<file path="src/rtl/mutative_line_adapter_pkg.sv">
// Shared types and constants for the cache-line to burst-memory adapter.
// Package mutative_types: beat/line geometry, FSM state enum, address helper.
package mutative_types;

  localparam int ADDR_WIDTH    = 32;
  localparam int BEAT_WIDTH    = 64;
  localparam int BURST_BEATS   = 4;
  localparam int LINE_WIDTH    = BEAT_WIDTH * BURST_BEATS;
  localparam int BEAT_IDX_W    = 2;
  localparam int CNT_WIDTH     = 32;
  localparam logic [ADDR_WIDTH-1:0] LINE_OFFSET_MASK = 32'h0000_001F;

  typedef enum logic [2:0] {
    IDLE    = 3'd0,
    RD_REQ  = 3'd1,
    RD_DATA = 3'd2,
    WR_DATA = 3'd3,
    RESP    = 3'd4
  } line_adapter_state_t;

  // Clear the byte-in-line offset so bursts always start on a line boundary.
  function automatic logic [ADDR_WIDTH-1:0] line_align(input logic [ADDR_WIDTH-1:0] addr);
    return addr & ~LINE_OFFSET_MASK;
  endfunction

endpackage

</file>
<file path="src/rtl/mutative_line_adapter_beat_buffer.sv">
// mutative_beat_buffer: holds one cache line; parallel load of the whole line,
// beat-indexed 64-bit write, and beat-indexed 64-bit combinational read.
module mutative_beat_buffer
  import mutative_types::*;
(
  input  logic                  clk,
  input  logic                  rst,
  input  logic                  load_i,
  input  logic [LINE_WIDTH-1:0] line_i,
  input  logic                  wr_en_i,
  input  logic [BEAT_IDX_W-1:0] wr_idx_i,
  input  logic [BEAT_WIDTH-1:0] wr_beat_i,
  input  logic [BEAT_IDX_W-1:0] rd_idx_i,
  output logic [BEAT_WIDTH-1:0] rd_beat_o,
  output logic [LINE_WIDTH-1:0] line_o
);

  logic [LINE_WIDTH-1:0] line_q;

  // Line storage: whole-line load takes priority over a single-beat write.
  always_ff @(posedge clk) begin
    if (rst) begin
      line_q <= '0;
    end else if (load_i) begin
      line_q <= line_i;
    end else if (wr_en_i) begin
      line_q[wr_idx_i*BEAT_WIDTH +: BEAT_WIDTH] <= wr_beat_i;
    end
  end

  assign rd_beat_o = line_q[rd_idx_i*BEAT_WIDTH +: BEAT_WIDTH];
  assign line_o    = line_q;

endmodule

</file>
<file path="src/rtl/mutative_line_adapter.sv">
// mutative_line_adapter: turns one 256-bit cache line request into a 4-beat
// 64-bit burst on the memory side.
// Optional feature macro: ADAPTER_PERF_CNT_EN enables the completed-line
// read/write counters; without it the counter ports are tied to zero.
//
// Handshakes: a memory command (bmem_read) or write beat (bmem_write/bmem_wdata)
// is transferred on a cycle where it is high and bmem_ready=1; until then it is
// held stable. Read beats have no back-pressure: each cycle with bmem_rvalid=1
// in RD_DATA delivers one beat. dfp_read/dfp_write are held by the requester
// until the single-cycle dfp_resp pulse.
module mutative_line_adapter
  import mutative_types::*;
(
  input  logic                    clk,
  input  logic                    rst,
  input  logic [ADDR_WIDTH-1:0]   dfp_addr,
  input  logic                    dfp_read,
  input  logic                    dfp_write,
  input  logic [LINE_WIDTH-1:0]   dfp_wdata,
  output logic [LINE_WIDTH-1:0]   dfp_rdata,
  output logic                    dfp_resp,
  output logic [ADDR_WIDTH-1:0]   bmem_addr,
  output logic                    bmem_read,
  output logic                    bmem_write,
  output logic [BEAT_WIDTH-1:0]   bmem_wdata,
  input  logic                    bmem_ready,
  input  logic [BEAT_WIDTH-1:0]   bmem_rdata,
  input  logic                    bmem_rvalid,
  output logic [CNT_WIDTH-1:0]    rd_line_cnt,
  output logic [CNT_WIDTH-1:0]    wr_line_cnt,
  output line_adapter_state_t     dbg_state
);

  line_adapter_state_t   state_q;
  logic [BEAT_IDX_W-1:0] beat_q;
  logic [BEAT_IDX_W-1:0] next_beat_d;
  logic                  resp_q;
  logic                  bmem_read_q;
  logic                  bmem_write_q;
  logic [BEAT_WIDTH-1:0] bmem_wdata_q;
  logic [ADDR_WIDTH-1:0] bmem_addr_q;

  logic                  buf_load_d;
  logic                  buf_wr_d;
  logic [BEAT_WIDTH-1:0] buf_rd_beat;
  logic [LINE_WIDTH-1:0] buf_line;

  // Buffer control: load the write line when a write is sampled, store read
  // beats only while a read burst is in its data phase.
  always_comb begin
    buf_load_d  = (state_q == IDLE) && dfp_write;
    buf_wr_d    = (state_q == RD_DATA) && bmem_rvalid;
    next_beat_d = beat_q + 2'd1;
  end

  mutative_beat_buffer u_beat_buffer (
    .clk       (clk),
    .rst       (rst),
    .load_i    (buf_load_d),
    .line_i    (dfp_wdata),
    .wr_en_i   (buf_wr_d),
    .wr_idx_i  (beat_q),
    .wr_beat_i (bmem_rdata),
    .rd_idx_i  (next_beat_d),
    .rd_beat_o (buf_rd_beat),
    .line_o    (buf_line)
  );

  // Main FSM with registered outputs; the next write beat is prefetched from
  // the buffer so bmem_wdata is ready the cycle after each accepted beat.
  always_ff @(posedge clk) begin
    if (rst) begin
      state_q      <= IDLE;
      beat_q       <= '0;
      resp_q       <= 1'b0;
      bmem_read_q  <= 1'b0;
      bmem_write_q <= 1'b0;
      bmem_wdata_q <= '0;
      bmem_addr_q  <= '0;
    end else begin
      case (state_q)
        IDLE: begin
          if (dfp_write) begin
            state_q      <= WR_DATA;
            bmem_addr_q  <= line_align(dfp_addr);
            bmem_write_q <= 1'b1;
            bmem_wdata_q <= dfp_wdata[BEAT_WIDTH-1:0];
          end else if (dfp_read) begin
            state_q     <= RD_REQ;
            bmem_addr_q <= line_align(dfp_addr);
            bmem_read_q <= 1'b1;
          end
        end
        RD_REQ: begin
          if (bmem_ready) begin
            bmem_read_q <= 1'b0;
            state_q     <= RD_DATA;
          end
        end
        RD_DATA: begin
          if (bmem_rvalid) begin
            beat_q <= next_beat_d;
            if (beat_q == 2'd3) begin
              state_q <= RESP;
              resp_q  <= 1'b1;
            end
          end
        end
        WR_DATA: begin
          if (bmem_ready) begin
            beat_q <= next_beat_d;
            if (beat_q == 2'd3) begin
              bmem_write_q <= 1'b0;
              state_q      <= RESP;
              resp_q       <= 1'b1;
            end else begin
              bmem_wdata_q <= buf_rd_beat;
            end
          end
        end
        RESP: begin
          resp_q  <= 1'b0;
          state_q <= IDLE;
        end
        default: begin
          state_q <= IDLE;
        end
      endcase
    end
  end

  assign dfp_resp   = resp_q;
  assign dfp_rdata  = buf_line;
  assign bmem_addr  = bmem_addr_q;
  assign bmem_read  = bmem_read_q;
  assign bmem_write = bmem_write_q;
  assign bmem_wdata = bmem_wdata_q;
  assign dbg_state  = state_q;

`ifdef ADAPTER_PERF_CNT_EN
  logic                 op_wr_q;
  logic [CNT_WIDTH-1:0] rd_cnt_q;
  logic [CNT_WIDTH-1:0] wr_cnt_q;

  // Remember the kind of transaction so RESP credits the right counter.
  always_ff @(posedge clk) begin
    if (rst) begin
      op_wr_q <= 1'b0;
    end else if ((state_q == IDLE) && (dfp_write || dfp_read)) begin
      op_wr_q <= dfp_write;
    end
  end

  // Completed-line counters, one increment per RESP, free-running wrap.
  always_ff @(posedge clk) begin
    if (rst) begin
      rd_cnt_q <= '0;
      wr_cnt_q <= '0;
    end else if (state_q == RESP) begin
      if (op_wr_q) wr_cnt_q <= wr_cnt_q + 32'd1;
      else         rd_cnt_q <= rd_cnt_q + 32'd1;
    end
  end

  assign rd_line_cnt = rd_cnt_q;
  assign wr_line_cnt = wr_cnt_q;
`else
  assign rd_line_cnt = '0;
  assign wr_line_cnt = '0;
`endif

endmodule

</file>
<file path="config.mk">
export PLATFORM = sky130hd
export DESIGN_NAME = mutative_line_adapter
export DESIGN_NICKNAME = d
export VERILOG_FILES = /design/src/rtl/mutative_line_adapter_pkg.sv /design/src/rtl/mutative_line_adapter_beat_buffer.sv /design/src/rtl/mutative_line_adapter.sv
export SDC_FILE = /design/constraint.sdc
export NUM_CORES = 1
export LEC_CHECK = 0
export CAP_MARGIN = 0
export CORE_AREA = 5 5 305 307
export DETAILED_ROUTE_END_ITERATION = 16
export DIE_AREA = 0 0 310 312
export HOLD_SLACK_MARGIN = 0.12
export MAX_ROUTING_LAYER = met4
export PLACE_DENSITY = 0.38
export SLEW_MARGIN = 20
export SYNTH_ARGS = -nofsm -noshare
export SYNTH_HDL_FRONTEND = slang
export SYNTH_SLANG_ARGS = --single-unit
</file>
<file path="constraint.sdc">
create_clock -name clk -period 2.8 [get_ports clk]
set_input_delay 0.7 -clock clk [delete_from_list [all_inputs] [get_ports clk]]
set_output_delay 0.7 -clock clk [all_outputs]
set_load 0.01 [all_outputs]
</file>
==> metrics.csv, run 1 <==
metric,value,unit
status,"complete, no violations",
RSZ-0062 raised after global routing,no,
Pint,11.7,mW
htree depth,2,
cells after synthesis,1565,
worst skew pair latency,580,ps
Critical Path End Type,primary output,
Clock Tree Buf Depth,3,
post-route cell area,0.0260,mm2
Ys Warns,0,
Final period util,89.1,%
register area,0.00711,mm2
Worst-Margin Slew,710,ps
worst setup margin,304,ps
LEAKAGE,9.89,nW
ys flop type,dfxtp_1,
Non-Filler Instances,3440,
Critical Path Stages,1,
CP Cell Sequence,clkdlybuf4s50_1,
critical path class,register to primary output,
average wire per standard cell,26.4,um
setup tns final,0,ps
Detailed Route WL,90.8,mm
grt ovf,0,
Die X,310,um
Max Cap Viol,0,
Worst Path Required,2100,ps
Switch Pwr,5.26,mW
flop and latch count out of synthesis,355,
vias,16000,
post-CTS setup buffers,0,
Post-synth EDFFs,0,
DR pass1 iterations,8,
WP buf/inv,1,
Area contributors post-synth,"dfxtp_1, mux4_2, a221o_1",
Vias/cell,4.66,
endpoints failing setup,0,
Yosys cell types,48,
Hold Crit Depth,2,
CTS Buf Count,47,
Slew HR,52.7,%
DP Worst Slack,-1.46,ps
clock sinks,355,
CTS tree,built,
uppermost layer routed,met4,
Post-synth ARST share,0,%
DP Area,0.0244,mm2
Remaining DRCs,0,
Core Area,0.0897,mm2
pin count of the biggest net entering global routing,87,
Worst Reg-to-Reg Cells,8,
Iteration-0 DRC Markers,1150,
"Avg Cell Area, Syn",10.2,um2
die height,312,um
Worst EP arrival,1800,ps
switch share,30.9,%
root buf cell,clkbuf_16,
Placer Congestion,0.851,
CP top delay family,buffers and inverters,
total track usage,18.3,%
vias in the first global route,16900,
HPWL after DPL,63.7,mm
layout cells sized above 1,9.52,%
post-synthesis sequential area ratio,44.6,%
first-pass GRT wire length,127,mm
PortBufs,705,
f_max,401,MHz
post-synth design cell area,0.0159,mm2
Peak supply drop,0.314,mV
skew final,17.6,ps
Filler cells,9346,
Fin. Hold Viols,0,
Final min period,2500,ps
area share of the largest cell type after synthesis,44.6,%
Slowest Stage Delay on Critical Path,720,ps
crit path launch type,register,
Placed Cells,3339,
hold crit path type,register to register,
met1 wire length,34.7,mm
row count,110,
IO Pins,780,
"antenna viol nets, final",0,
total power draw,17.0,mW
die area,0.0967,mm2
sequential share of power,35.8,%
synthesis-to-layout area growth,63.1,%
crit-path max FO,15,
DR WL met3,7.48,mm
clk slew on worst S/H paths,60,ps
area of the multi-input gates,0.00796,mm2
Max Slew Vio Count,0,
Initial Util,17.8,%
CP max stage cell,clkdlybuf4s50_1,
Nets,2575,
met2 WL,45.1,mm
Synth area leader,dfxtp_1,
initial antenna violation count,16,
Combinational Power Share,27.6,%
Power Density,654,mW/mm2
Clock power frac,36.6,%
==> state kept, by name (all words and copies together) (netlist names) <==
signal                flops
bmem_addr                27
beat_q                    2
bmem_read                 1
bmem_wdata               64
dbg_state                 3
dfp_resp                  1
bmem_write                1
u_beat_buffer.line_o    256
==> cell usage after synthesis, drive strengths merged (32+ instances only) <==
master  instances
dfxtp         355
nand2         186
nor2          142
a221o         127
buf           116
clkbuf        111
a21o           66
a222oi         64
a22o           64
a311oi         64
and2           64
mux4           64
nor3b          64
a21oi          32
==> metrics by stage <==
stage | util (%) | hold slack (ps)
after floorplan | - | 481
after CTS | 28.9 | 457
after global placement | 27.2 | 443
after global routing | 29.0 | 469
after detailed placement | 27.2 | 449
final | 29.0 | 456
==> placed cells by master, fill, tap and decap left out, drive strengths merged, types with 66 or more instances in the layout <==
cell type,count
dfxtp,355
a21o,66
conb,69
clkdlybuf4s50,704
a221o,127
clkbuf,74
nand2,186
nor2,142
==> area by class of cell <==
| type | instances | area share (%) |
|---|---|---|
| well taps | 1176 | 5.66 |
| inverters | 3 | 0.0433 |
| clock inverters | 11 | 0.346 |
| diodes | 17 | 0.164 |
| flip-flops and latches | 355 | 27.4 |
| clock buffers | 73 | 5.76 |
| repair buffers | 757 | 30.1 |
| multi-input cells | 1048 | 30.6 |
==> worst paths after layout <==
| kind | slack, ps | from | endpoint |
|---|---|---|---|
| worst max-delay path | 300 | dbg_state[0]$_SDFFE_PP0P_ | dbg_state[0] |
| worst max register to register | 480 | beat_q[0]$_SDFFE_PP0P_ | u_beat_buffer.line_o[28]$_SDFFE_PP0P_ |
| worst min register to register | 460 | bmem_addr[5]$_SDFFE_PP0P_ | bmem_addr[5]$_SDFFE_PP0P_ |
| worst min-delay path | 460 | bmem_addr[5]$_SDFFE_PP0P_ | bmem_addr[5]$_SDFFE_PP0P_ |
==> what timing repair did <==
action | 4_1_cts | 5_1_grt
setup endpoints to repair | 0 | 1
hold buffers | 0 | 0
gates resized for setup | 0 | 1
==> power by group through the flow <==
stage | registers [mW] | clock network (mW) | logic, mW
4_1_cts | 6.09 | 6.46 | 4.79
3_5_place_dp | 6.19 | 0 | 4.77
6_report | 6.09 | 6.23 | 4.70
5_1_grt | 6.16 | 6.63 | 5.03
3_3_place_gp | 6.18 | 0 | 4.78
2_1_floorplan | 6.32 | 0 | 1.83
==> layer usage <==
| metal | up-vias | global-route usage [%] |
|---|---|---|
| met5 | - | - |
| met4 | 0 | 7.03 |
| met3 | 157 | 5.02 |
| met2 | 760 | 31.1 |
| met1 | 7965 | 20.4 |
| li1 | 7164 | - |
==> logic make-up after synthesis <==
logic type | after synthesis | synth area share (%)
other | 1 | 0.0235
AO/OA/AOI/OAI | 424 | 23.5
adder cells (fa/ha/maj) | 5 | 0.392
AND/OR/NAND/NOR | 482 | 14.6
XOR/XNOR | 1 | 0.0550
multiplexers | 67 | 9.24
flip-flops | 355 | 44.6
buffers and inverters | 230 | 7.61
Power figures use the tool's default switching activity.
==> run 2, diff against run 1 <==
--- a/config.mk
+++ b/config.mk
@@ -9,6 +9,7 @@
 export CORE_AREA = 5 5 305 307
 export DETAILED_ROUTE_END_ITERATION = 16
 export DIE_AREA = 0 0 310 312
+export GPL_ROUTABILITY_DRIVEN = 0
 export HOLD_SLACK_MARGIN = 0.12
 export MAX_ROUTING_LAYER = met4
 export PLACE_DENSITY = 0.38
==> constraint.sdc (replaced) <==
create_clock -name clk -period 2.4 [get_ports clk]
set_input_delay 0.6 -clock clk [delete_from_list [all_inputs] [get_ports clk]]
set_output_delay 0.6 -clock clk [all_outputs]
set_load 0.01 [all_outputs]
==> metrics.csv, run 2 (synthesized netlist as in run 1, its figures left out) <==
metric,value,unit,change
Clock Tree Buf Depth,3,,unchanged
hold crit path type,register to register,,
Remaining DRCs,0,,unchanged
Worst Path Required,1800,ps,-300 ps
LEAKAGE,9.97,nW,+0.86%
DP Area,0.0247,mm2,+1.2%
endpoints failing setup,0,,unchanged
most frequent cells in the layout,"clkdlybuf4s50_1, dfxtp_1, nand2_1",,
worst skew pair latency,580,ps,about the same
Slowest Stage Delay on Critical Path,650,ps,-70 ps
synthesis-to-layout area growth,64.1,%,
HPWL after DPL,64.4,mm,+1.2%
Slew HR,51.5,%,-1.1 points
CP Cell Sequence,clkdlybuf4s50_1,,
Non-Filler Instances,3452,,+0.35%
"commonest non-fill, non-tap cell in the layout",clkdlybuf4s50_1,,
vias in the first global route,17000,,+0.75%
hold path startpoint,bmem_addr[18]$_SDFFE_PP0P_,,
initial antenna violation count,16,,unchanged
die height,312,um,unchanged
RSZ-0062 raised after global routing,no,,
Critical Path End Type,primary output,,
post-route cell area,0.0262,mm2,+0.58%
"reg-to-reg slack, setup",200,ps,-280 ps
htree depth,2,,unchanged
Vias/cell,4.69,,+0.63%
setup tns final,0,ps,unchanged
reg2reg end,u_beat_buffer.line_o[134]$_SDFFE_PP0P_,,
WP buf/inv,1,,unchanged
skew final,20.0,ps,+2.45 ps
Worst Reg-to-Reg Cells,6,,-2
total track usage,18.1,%,-0.13 points
root buf cell,clkbuf_16,,
PortBufs,705,,unchanged
Worst-Margin Slew,727,ps,+17.2 ps
Nets,2594,,+0.74%
Final min period,2300,ps,
CP max stage cell,clkdlybuf4s50_1,,
Initial Util,17.8,%,unchanged
Power Density,748,mW/mm2,+14%
Core Area,0.0897,mm2,unchanged
CP startpoint,dbg_state[1]$_SDFFE_PP0P_,,
post-CTS setup buffers,0,,unchanged
IO Pins,780,,unchanged
Die X,310,um,unchanged
critical path class,register to primary output,,
row count,110,,unchanged
CTS Buf Count,46,,-2.1%
Final period util,95.9,%,
Fin. Hold Viols,0,,unchanged
Filler cells,9400,,+0.58%
status,"complete, no violations",,
DR pass1 iterations,7,,-1
clk slew on worst S/H paths,60,ps,about the same
Peak supply drop,0.310,mV,-1.3%
f_max,435,MHz,
crit path launch type,register,,
DP Worst Slack,-259,ps,-257 ps
first-pass GRT wire length,126,mm,-0.20%
grt ovf,0,,unchanged
CTS tree,built,,
Critical Path Stages,1,,unchanged
Max Cap Viol,0,,unchanged
crit-path max FO,14,,-1
Critical Path End,dbg_state[1],,
Iteration-0 DRC Markers,1136,,-1.2%
worst setup margin,98.7,ps,-205 ps
Worst EP arrival,1700,ps,-100 ps
Detailed Route WL,90.5,mm,-0.36%
Placed Cells,3359,,+0.60%
CP top delay family,buffers and inverters,,
clock sinks,355,,unchanged
Max Slew Vio Count,0,,unchanged
average wire per standard cell,26.2,um,-0.71%
die area,0.0967,mm2,unchanged
max reg flops,256,,unchanged
pin count of the biggest net entering global routing,101,,+16%
layout cells sized above 1,9.82,%,+0.29 points
FF-to-FF Start,beat_q[0]$_SDFFE_PP0P_,,
"antenna viol nets, final",0,,unchanged
vias,16200,,+0.98%
-- run 2: layout make-up --
class,instances,area [um2],share of cell area [%]
diodes,15,37.5,0.144
flip-flops and latches,355,7110,27.2
inverters,3,11.3,0.0431
clock inverters,9,108,0.411
clock buffers,69,1350,5.16
repair buffers,777,8100,31.0
multi-input cells,1048,7960,30.5
well taps,1176,1470,5.63
-- run 2: where the power goes --
part | switching, mW | leakage [nW] | total [mW] | internal, mW
Combinational | 2.73 | 6.35 | 5.57 | 2.84
Sequential | 0.531 | 2.92 | 7.10 | 6.57
Clock | 2.83 | 0.709 | 6.89 | 4.07
Total | 6.09 | 9.97 | 19.6 | 13.5
-- run 2: metal layers --
metal  vias up  routed length (um)  share of wire, %  GRT usage (%)
li1       7209                   -                 -              -
met1      8177               35300                39           20.7
met2       687               45900                51           31.3
met3       131                6610               7.3           4.46
met4         0                2650               2.9           5.74
met5         -                   0                 0              -
-- run 2: how the worst min path moves through the flow --
stage | endpoint | slack, ps | depth (start not counted)
finish | bmem_addr[18]$_SDFFE_PP0P_ | 450 | 2
global route | u_beat_buffer.line_o[12]$_SDFFE_PP0P_ | 470 | 3
CTS | u_beat_buffer.line_o[12]$_SDFFE_PP0P_ | 440 | 3
detailed placement | bmem_addr[18]$_SDFFE_PP0P_ | 450 | 2
global placement | bmem_addr[26]$_SDFFE_PP0P_ | 440 | 2
floorplan | bmem_addr[10]$_SDFFE_PP0P_ | 480 | 2
-- run 2: what timing repair did --
| action | CTS | global route |
|---|---|---|
| gates resized for setup | 3 | 1 |
| endpoints found under the setup margin | 3 | 1 |
| hold buffers | 0 | 0 |
-- run 2: stage by stage --
| step | power, mW | utilization (%) | hold slack (ps) |
|---|---|---|---|
| floorplan | 9.50 | - | 481 |
| CTS | 20.0 | 29.1 | 445 |
| finish | 19.6 | 29.1 | 453 |
| detailed placement | 12.9 | 27.5 | 449 |
| global route | 20.5 | 29.1 | 470 |
| global placement | 12.9 | 27.5 | 443 |
